**config.mk**
```make
export PLATFORM = sky130hd
export DESIGN_NAME = mul_div_unit
export DESIGN_NICKNAME = d
export VERILOG_FILES = /design/src/rtl/mul_div_unit.sv
export SDC_FILE = /design/constraint.sdc
export NUM_CORES = 1
export LEC_CHECK = 0
export CORE_MARGIN = 10
export CORE_UTILIZATION = 30
export CTS_CLUSTER_SIZE = 12
export DETAILED_ROUTE_END_ITERATION = 8
export GPL_TIMING_DRIVEN = 0
export PLACE_DENSITY = 0.54
export SLEW_MARGIN = 20
export SYNTH_ARGS = -nofsm -noshare
export SYNTH_HDL_FRONTEND = slang
export SYNTH_SLANG_ARGS = --single-unit
```
**constraint.sdc**
```tcl
create_clock -name clk -period 3.7 [get_ports clk]
set_input_delay 0.37 -clock clk [delete_from_list [all_inputs] [get_ports clk]]
set_output_delay 0.37 -clock clk [all_outputs]
set_load 0.02 [all_outputs]
```
**src/rtl/mul_div_unit.sv**
```systemverilog
// Iterative unsigned multiply/divide unit that retires one bit per clock.
// The result goes back to the register file through the one-cycle wbEn/wbSel port.
module mul_div_unit #(
  parameter int WIDTH = 16
) (
  input  logic             clk,
  input  logic             rst,
  input  logic             start,
  input  logic [1:0]       op,
  input  logic [WIDTH-1:0] a,
  input  logic [WIDTH-1:0] b,
  input  logic [3:0]       dst,
  output logic             busy,
  output logic             done,
  output logic             wbEn,
  output logic [3:0]       wbSel,
  output logic [WIDTH-1:0] result,
  output logic             dz
);

  localparam int CntW = $clog2(WIDTH);

  typedef enum logic [1:0] {IDLE, RUN, DONE} stateT;

  stateT            state, stateNext;
  logic [CntW-1:0]  cnt;
  logic [1:0]       opReg;
  logic [WIDTH-1:0] bReg;
  logic [3:0]       dstReg;
  logic [WIDTH-1:0] hi;        // product high half / partial remainder
  logic [WIDTH-1:0] lo;        // product low half / dividend-quotient shifter
  logic [WIDTH-1:0] resultReg;
  logic [3:0]       wbSelReg;
  logic             dzReg;

  logic             accept;
  logic             lastStep;
  logic [WIDTH:0]   mulSum;
  logic [WIDTH:0]   shifted;
  logic [WIDTH:0]   trial;
  logic             fits;
  logic [WIDTH-1:0] hiNext;
  logic [WIDTH-1:0] loNext;

  assign accept   = (state != RUN) && start;
  assign lastStep = (state == RUN) && (cnt == CntW'(WIDTH - 1));

  // The borrow bit of the trial subtract decides quotient bit. With b == 0 the
  // shifted remainder never reaches bit WIDTH before the last step, so every
  // quotient bit is 1 and the remainder ends up equal to a.
  always_comb begin
    mulSum  = {1'b0, hi} + (lo[0] ? {1'b0, bReg} : '0);
    shifted = {hi, lo[WIDTH-1]};
    trial   = shifted - {1'b0, bReg};
    fits    = ~trial[WIDTH];
    hiNext  = '0;
    loNext  = '0;
    if (opReg[1]) begin
      hiNext = fits ? trial[WIDTH-1:0] : shifted[WIDTH-1:0];
      loNext = {lo[WIDTH-2:0], fits};
    end else begin
      hiNext = mulSum[WIDTH:1];
      loNext = {mulSum[0], lo[WIDTH-1:1]};
    end
  end

  always_ff @(posedge clk or negedge rst) begin
    if (!rst) begin
      state <= IDLE;
    end else begin
      state <= stateNext;
    end
  end

  always_comb begin
    stateNext = state;
    case (state)
      IDLE:    stateNext = start ? RUN : IDLE;
      RUN:     stateNext = lastStep ? DONE : RUN;
      DONE:    stateNext = start ? RUN : IDLE;
      default: stateNext = IDLE;
    endcase
  end

  always_comb begin
    busy = (state == RUN);
    done = (state == DONE);
    wbEn = (state == DONE);
    dz   = (state == DONE) && dzReg;
  end

  always_ff @(posedge clk or negedge rst) begin
    if (!rst) begin
      cnt       <= '0;
      opReg     <= '0;
      bReg      <= '0;
      dstReg    <= '0;
      hi        <= '0;
      lo        <= '0;
      resultReg <= '0;
      wbSelReg  <= '0;
      dzReg     <= 1'b0;
    end else if (accept) begin
      cnt    <= '0;
      opReg  <= op;
      bReg   <= b;
      dstReg <= dst;
      hi     <= '0;
      lo     <= a;
    end else if (state == RUN) begin
      cnt <= cnt + 1'b1;
      hi  <= hiNext;
      lo  <= loNext;
      if (lastStep) begin
        // op[0] picks the high register: MULH product high, REMU remainder.
        resultReg <= opReg[0] ? hiNext : loNext;
        wbSelReg  <= dstReg;
        dzReg     <= opReg[1] && (bReg == '0);
      end
    end
  end

  assign result = resultReg;
  assign wbSel  = wbSelReg;

endmodule
```
==> reports/results.md, run 1 <==
- 0 — Hold Vio Cnt, Final
- 5 — detailed-routing iteration count for the pre-antenna-repair pass
- 95.9% — Period Utilization, post-route
- in2async — class of the worst hold path
- 0.15 ns — Reg2Reg Setup Slack
- 64 — quantity of I/O buffers inserted on ports
- 30.5% — initial core utilization
- 5131 — via count
- 2030 um2 — sequential cell area
- lo[15] — critical register-to-register path startpoint
- 3.78 ns — endpoint arrival time on the critical path
- result[4] — R2R Path End
- 158 um — width of the chip
- 81 — count of clock tree sinks
- 0.0254 ns — Hold Slack
- reg2reg — worst setup path class
- 158 um — vertical die dimension
- 18700 um2 — placeable core region
- 0.895 — final estimated routing congestion in global placement
- 2 — number of buffers between clock root and the deepest sink
- 0 — number of antenna cells inserted
- 29.6 mm — first-pass GRT wire length
- 35.5% — sequential-to-total area share from yosys stat
- false — setup repair after global routing missed its margin
- 9.52% — share of post-route cells with drive strength above 1
- 5.41 — detail-routed via count per cell
- 3.93 ns — required time of the critical path
- 14.4 mm — placed wire-length estimate after detailed placement
- flop — nature of the critical path startpoint
- 9 — number of buffers inserted during clock tree synthesis
- dfrtp_1 — leading cell type by number of instances after synthesis
- 1878 — count of filler cells inserted in the layout
- 0 — GR Overflow Total
- 0.282 GHz — fmax
- 0 — Maximum Capacitance Violations
- 15.3% — combined global-route utilization of all metal layers
- 5275 — via count of the first global-routing pass
- 0.00845 ns — largest clock skew in the final design
- 0.35 ns — insertion delay to the later sink of the worst-skew pair
- 708 — post-synth net total
- 81 — FF+latch count, synth
- 24.8% — global-route track usage on met2
- 10 — CP max FO
- 632 — Synth Instances
- dfrtp_1, ha_1, mux2_2, mux2i_1, a21oi_1 — main area contributors after synthesis
- 785 — net count reported at finish
- 0 — Yosys warning count
- dfrtp_1, nand2_1, a21oi_1 — cell types with the highest counts after synthesis
- 25000 um2 — floorplan die area
- 65 — number of placed I/O pins
- 0 — Max Slew Vio Count
- dfrtp_1 — library cell occupying the most area in the post-synthesis netlist
- 9.04 um2 — mean instance size in the synthesized netlist
- finished, final reports clean — result of the run
- built — CTS tree
- 0 — total of endpoints with negative setup slack in the final report
- 0 — CTS Hold Buffers Added
- 0 — post-route DRC violation count
- 3 — H-tree depth
- 19.9% — met1 track demand over resource
- 336 — number of violations reported at the end of detailed-routing iteration 0
- 46.6% — worst max-slew margin expressed relative to the limit
- 19.0 mm — detailed-route wire length
- 13 — depth of the worst register-to-register path
- 3450 um2 — area of combinational cells with multiple inputs
- 3.55 ns — time the final worst path needs with I/O delays and setup
- flop — crit end category
- 5710 um2 — combined area of all synthesized cells
- 100% — fraction of registers with async set or reset after synthesis
- 20.1 um — detailed-route wire length per cell
- 0 — antenna violations before repair
- 0.07 ns — CTS clock-pin slew for the worst setup and hold paths
- 0 — number of synthesized flops with an enable pin
- 22.5% — layout overhead on the synthesized area
- 43 — largest net degree at the start of global routing
- 65 — number of distinct library cells after synthesis
- met2 — global route hottest layer
- dfrtp_1 — dominant register cell in the synthesized netlist
- 2.96% — met3 usage
- 50 — number of core rows
- 0 — post-detailed-route count of antenna-violating nets
- 0.800 ns — Tightest Pin Transition
- 35.5% — top cell type's share of synthesized area
- clkbuf_16 — clock root cell
[repair_timing]
item	4_1_cts	5_1_grt
pin swaps	0	2
resized for setup	1	3
buffers inserted	0	1
setup endpoints to repair	3	5
[placed cells by master, fill, tap and decap left out, drive strengths merged, types with 25 or more instances in the layout]
cell,synthesis,layout
nand2,58,58
o21ai,42,42
dfrtp,81,81
nor2,35,35
clkdlybuf4s50,0,63
inv,27,28
a21oi,49,49
a211oi,25,25
ha,33,33
mux2i,26,26
clkbuf,23,33
mux2,33,33
[layout make-up]
type                            count  area share, %
Buffer                             33           2.02
Clock buffer                       10           3.27
Clock inverter                      6           1.31
Inverter                           28           1.50
Multi-Input combinational cell    490           49.2
Sequential cell                    81           29.0
Tap cell                          234           4.18
Timing Repair Buffer               66           9.51
[cells by family (layout without fill, tap and decap cells)]
logic type | count (synthesis) | after routing | share of synthesized area, %
adders and majority gates | 35 | 35 | 7.93
DFF | 81 | 81 | 35.5
muxes | 60 | 60 | 11.7
buffers and inverters | 61 | 143 | 4.29
AOI/OAI and AO/OA | 184 | 184 | 21.1
and+or+nand+nor | 189 | 189 | 16.2
xor gates and xnor gates | 22 | 22 | 3.37
[critical path: stages (launching register included)]
cell,delay (ns)
dfrtp_1,0.40
inv_1,0.09
ha_1,0.16
inv_1,0.06
fa_2,0.38
a211oi_2,0.27
o21ai_2,0.15
o311ai_2,0.28
nand4_1,0.23
nand3_2,0.14
buf_6,0.18
mux2_4,0.33
mux4_1,0.50
mux2_4,0.27
[registers in the layout, summed over array words and instances, names as in the netlist]
| signal | cells |
|---|---|
| lo | 16 |
| cnt | 4 |
| wbSel | 4 |
| dstReg | 4 |
| opReg | 2 |
| bReg | 16 |
| dzReg | 1 |
| state | 2 |
| hi | 16 |
| result | 16 |
[worst max path at each step]
stage	slack [ns]	cells past startpoint	startpoint	endpoint
after floorplan	0.52	13	lo[15]	result[4]
after global placement	-1.0	1	rst	cnt[1]
after detailed placement	-0.15	11	lo[0]	hi[14]
after CTS	0.09	11	lo[0]	hi[14]
after global routing	0.03	13	lo[15]	result[4]
final	0.15	13	lo[15]	result[4]
[through the flow]
stage	setup TNS (ns)	util, %	setup WS (ns)	std cells	cell area (um2)
global route	0	37.4	0.0262	948	7000
detailed placement	-0.277	35.6	-0.152	931	6660
floorplan	0	-	0.515	632	5710
global placement	-80.05	35.5	-0.996	930	6640
CTS	0	37.4	0.0906	947	6990
finish	0	37.4	0.151	948	7000
[routing by layer]
| layer | vias up | routed length, um |
|---|---|---|
| met5 | - | 0 |
| met3 | 25 | 992 |
| met1 | 2501 | 8760 |
| met4 | 0 | 366 |
| li1 | 2471 | - |
| met2 | 134 | 8900 |
Power of run 1 is left out: the tool's default activity adds up to more than one toggle a clock period on the data nets, which glitch-free logic cannot reach.
==> run 2: changes to the inputs <==
--- a/config.mk
+++ b/config.mk
@@ -7,7 +7,7 @@
 export LEC_CHECK = 0
 export CORE_MARGIN = 10
 export CORE_UTILIZATION = 30
-export CTS_CLUSTER_SIZE = 12
+export CTS_CLUSTER_SIZE = 14
 export DETAILED_ROUTE_END_ITERATION = 8
 export GPL_TIMING_DRIVEN = 0
 export PLACE_DENSITY = 0.54
==> constraint.sdc (replaced) <==
create_clock -name clk -period 4.1 [get_ports clk]
set_input_delay 0.41 -clock clk [delete_from_list [all_inputs] [get_ports clk]]
set_output_delay 0.41 -clock clk [all_outputs]
set_load 0.02 [all_outputs]
==> reports/results.md, run 2 (synthesized netlist as in run 1, its figures left out) <==
- 8.98% — share of post-route cells with drive strength above 1
- 0 — number of buffers added for setup after CTS
- 158 um — width of the chip
- 0 — CTS Hold Buffers Added
- flop — nature of the critical path startpoint
- 0 — antenna violations before repair
- 4.32 ns — required time of the critical path
- 378 — number of violations reported at the end of detailed-routing iteration 0
- 50 — number of core rows
- 18700 um2 — placeable core region
- 0 — Max Slew Vio Count
- 94.0% — Period Utilization, post-route
- 43 — largest net degree at the start of global routing
- 947 — final cell count without fillers
- 0 — total of endpoints with negative setup slack in the final report
- false — setup repair after global routing missed its margin
- 14.4 mm — placed wire-length estimate after detailed placement
- 37.3% — share of the core filled with cells in the final layout
- 0.00899 ns — largest clock skew in the final design
- 0.07 ns — CTS clock-pin slew for the worst setup and hold paths
- 0.35 ns — insertion delay to the later sink of the worst-skew pair
- clkbuf_16 — clock root cell
- in2async — class of the worst hold path
- 0 — post-route DRC violation count
- flop — crit end category
- 3.85 ns — time the final worst path needs with I/O delays and setup
- 0 — cells resized by post-CTS repair
- 64 — quantity of I/O buffers inserted on ports
- 65 — number of placed I/O pins
- 0 — post-detailed-route count of antenna-violating nets
- 4.08 ns — endpoint arrival time on the critical path
- 0.895 — final estimated routing congestion in global placement
- 5110 — via count
- 3 — H-tree depth
- 5.40 — detail-routed via count per cell
- 931 — Post-Place Cells
- 0 — number of antenna cells inserted
- 0.259 GHz — fmax
- 15.3% — combined global-route utilization of all metal layers
- 30.5% — initial core utilization
- 2 — number of buffers between clock root and the deepest sink
- 29.5 mm — first-pass GRT wire length
- 46.8% — worst max-slew margin expressed relative to the limit
- 81 — count of clock tree sinks
- dfrtp_1 — most common cell after layout, fill and taps aside
- 5268 — via count of the first global-routing pass
- 5 — detailed-routing iteration count for the pre-antenna-repair pass
- dfrtp_1, clkdlybuf4s50_1, nand2_1, a21oi_1, o21ai_0 — commonest cells after routing, fill and taps aside
- 0 — Maximum Capacitance Violations
- finished, final reports clean — result of the run
- reg2reg — worst setup path class
- 6980 um2 — Post-Layout Inst Area
- 18.9 mm — detailed-route wire length
- 10 — CP max FO
- 158 um — vertical die dimension
- built — CTS tree
- 25000 um2 — floorplan die area
- 0.798 ns — Tightest Pin Transition
- 6660 um2 — cell area after placement
- 0 — GR Overflow Total
- 22.3% — layout overhead on the synthesized area
- 784 — net count reported at finish
- 9 — number of buffers inserted during clock tree synthesis
- 0 — Hold Vio Cnt, Final
- 20.0 um — detailed-route wire length per cell
[run 2: changes by cell type in the layout (fill, tap and decap cells not counted), sizes merged]
cell  before  now
buf       13   12
[run 2: worst max-delay path, cell delays in order, from the launching register on]
cell and delay (ns):
dfrtp_1 0.57, clkbuf_1 0.39, and2_1 0.19, ha_1 0.28, a21o_1 0.21, a221o_1 0.37, a211oi_1 0.54, o21ai_0 0.32
a221oi_1 0.36, xnor2_1 0.10, mux2i_1 0.25, o21ai_0 0.14
[run 2: stage by stage]
stage,setup slack [ns],hold slack [ns],setup TNS [ns]
floorplan,0.915,0.114,0
global placement,-0.636,0.445,-50.85
detailed placement,0.248,0.450,0
CTS,0.251,0.0918,0
global route,0.0427,0.117,0
finish,0.245,0.0669,0
[run 2: final cells by class]
class                      instances  area [um2]
fill                            1879       11700
timing repair buffer              65         658
sequential                        81        2030
clock buffer                      10         229
inverter                          28         105
multi-input combinational        490        3440
tap                              234         293
buffer                            33         140
clock inverter                     6        91.3
[run 2: final timing paths]
kind | to | start | cells past startpoint | slack [ns]
worst max register to register | result[14] | lo[0] | 11 | 0.25
worst min-delay path | bReg[8] | rst | 1 | 0.07
max in group asynchronous | lo[7] | rst | 2 | 3.38
worst max-delay path | result[14] | lo[0] | 11 | 0.25
worst min register to register | wbSel[2] | dstReg[2] | 2 | 0.47
min in group clk | wbSel[2] | dstReg[2] | 2 | 0.47
[run 2: layer usage]
layer	up-vias	share of wire [%]	track usage (%)
li1	2466	-	-
met1	2483	46	19.8
met2	137	47	24.8
met3	24	5.2	2.96
met4	0	1.9	5.29
met5	-	0	0
Power of run 2 is left out for the same reason.
==> patch: new RTL, config.mk and constraints of run 1 <==
`WIDTH`: 16 -> 32.
--- a/src/rtl/mul_div_unit.sv
+++ b/src/rtl/mul_div_unit.sv
@@ -3,3 +3,3 @@
 module mul_div_unit #(
-  parameter int WIDTH = 16
+  parameter int WIDTH = 32
 ) (
Ports: changed (resized a, b and result); port bits go from 65 to 113. No check against the original RTL was run, so the function may have changed too.
==> patch against run 1 <==
- synthesized area is 91% higher
- maximum frequency is 2.2% lower
- cell area increased by 93%
- wire length up 110%
- sequential cell count grew 65
- worst setup slack worse by 0.079 ns
- critical endpoint is now result[22]$_DFFE_PN0P_
- sequential share of layout area shrank 1.9 points
Power is left out: the tool's default activity adds up to more than one toggle a clock period on the data nets, which glitch-free logic cannot reach.
==> patch: results <==
export IMPL_r2r_slack_ns=0.07
export IMPL_final_nets=1502
export IMPL_synth_common_cells="dfrtp_1, a21oi_1, nand2_1"
export IMPL_slew_headroom_pct=29.3
export IMPL_grt_pass1_vias=9851
export IMPL_drtPass1Iterations=5
export IMPL_cp_max_fo=10
export IMPL_timing_rr_start="lo[0]$_DFFE_PN0P_"
export IMPL_htreeDepth=4
export IMPL_numCtsBuffers=17
export IMPL_io_buffers=112
export IMPL_finClkSkew_ns=0.00985
export IMPL_ff2ff_path_depth=13
export IMPL_synth_area_leaders="dfrtp_1, ha_1, mux2_2, a21oi_1, mux2i_1"
export IMPL_grt_max_degree=92
export IMPL_cts_root_buf="clkbuf_16"
export IMPL_reg2reg_to="result[22]$_DFFE_PN0P_"
export IMPL_insertion_delay_ns=0.44
export IMPL_crit_path_start="lo[0]$_DFFE_PN0P_"
export IMPL_drive_gt1_share_pct=12.4
export IMPL_gp_congestion=0.883
export IMPL_fillers=3661
export IMPL_outcome="completed"
export IMPL_dp_hpwl_um=31900
export IMPL_synth_warnings=0
export IMPL_post_dp_cell_area_sq_um=12600
export IMPL_yosysUniqueCellTypes=77
export IMPL_ys_seq_area_share_pct=33.6
export IMPL_crit_arrival_ns=3.95
export IMPL_synthFlopType="dfrtp_1"
export IMPL_vias=10008
export IMPL_postSynth_asyncResetShare_pct=100
export IMPL_grt_pass1_wl_um=61600
export IMPL_antenna_found_initial=1
export IMPL_synth_fp_nets=1360
export IMPL_initialDrtViolationCount=769
export IMPL_crit_type="flip-flop to flip-flop"
export IMPL_wl_per_cell_um=22.2
export IMPL_grt_usage_pct=18.1
## patch: cell count changes in the layout (fill, tap and decap cells not counted), sizes merged, moves of 22 or more
cell           delta
dfrtp            +65
a21oi            +63
o21ai            +59
nand2            +51
clkdlybuf4s50    +48
clkbuf           +36
ha               +33
inv              +25
nor2             +24
mux2i            +23
nor2b            +22
## patch: metrics by stage
| step | std cells | hold WS [ns] | util (%) | worst slack [ns] |
|---|---|---|---|---|
| 2_1_floorplan | 1219 | 0.0744 | - | 0.530 |
| 3_3_place_gp | 1792 | 0.449 | 35.3 | -4.28 |
| 3_5_place_dp | 1793 | 0.346 | 35.4 | -0.721 |
| 4_1_cts | 1831 | 0.466 | 37.4 | 0.00252 |
| 5_1_grt | 1835 | 0.487 | 37.8 | -0.0267 |
| 6_report | 1835 | 0.456 | 37.8 | 0.0717 |
## patch: timing repair
action	in CTS	in global routing
resized for setup	24	25
buffers inserted	5	4
pin swaps	3	9
endpoints found under the setup margin	41	51
hold buffers	1	0
endpoints found under the hold margin	55	0
## patch: layer usage
| metal | up-vias | global-route usage [%] | wire length (um) |
|---|---|---|---|
| met5 | - | 0 | 0 |
| met2 | 368 | 27.8 | 18100 |
| li1 | 4734 | - | - |
| met3 | 49 | 3.43 | 2710 |
| met4 | 0 | 5.77 | 909 |
| met1 | 4857 | 25.0 | 19100 |
## patch: kinds of logic (layout without fill, tap and decap cells)
| logic type | count (synthesis) | after routing | synth area share, % |
|---|---|---|---|
| adder cells (fa/ha/maj) | 68 | 68 | 7.96 |
| buffers and inverters | 116 | 271 | 4.28 |
| AND/OR/NAND/NOR | 351 | 351 | 16.0 |
| flip-flops | 146 | 146 | 33.6 |
| AO/OA/AOI/OAI | 374 | 374 | 22.1 |
| XOR/XNOR | 54 | 54 | 4.35 |
| multiplexers | 110 | 110 | 11.7 |
## patch: worst max-delay path, cell delays in order, from the launching register on
cell	delay, ns
dfrtp_2	0.52
buf_8	0.18
and2_1	0.13
ha_1	0.36
a21oi_2	0.24
nand2_1	0.12
o21ai_1	0.27
nand3_2	0.17
o22ai_4	0.27
o311ai_4	0.14
nand2_1	0.11
xnor2_1	0.16
mux4_2	0.53
mux2_2	0.27
## patch: layout make-up
class                   instances  area [sq um]  area share [%]
multi-input cells             957          6940            51.5
flip-flops and latches        146          3650            27.1
repair buffers                123          1230            9.13
well taps                     461           577            4.28
clock buffers                  18           439            3.26
plain buffers                  67           313            2.32
inverters                      49           184            1.36
clock inverters                14           146            1.09
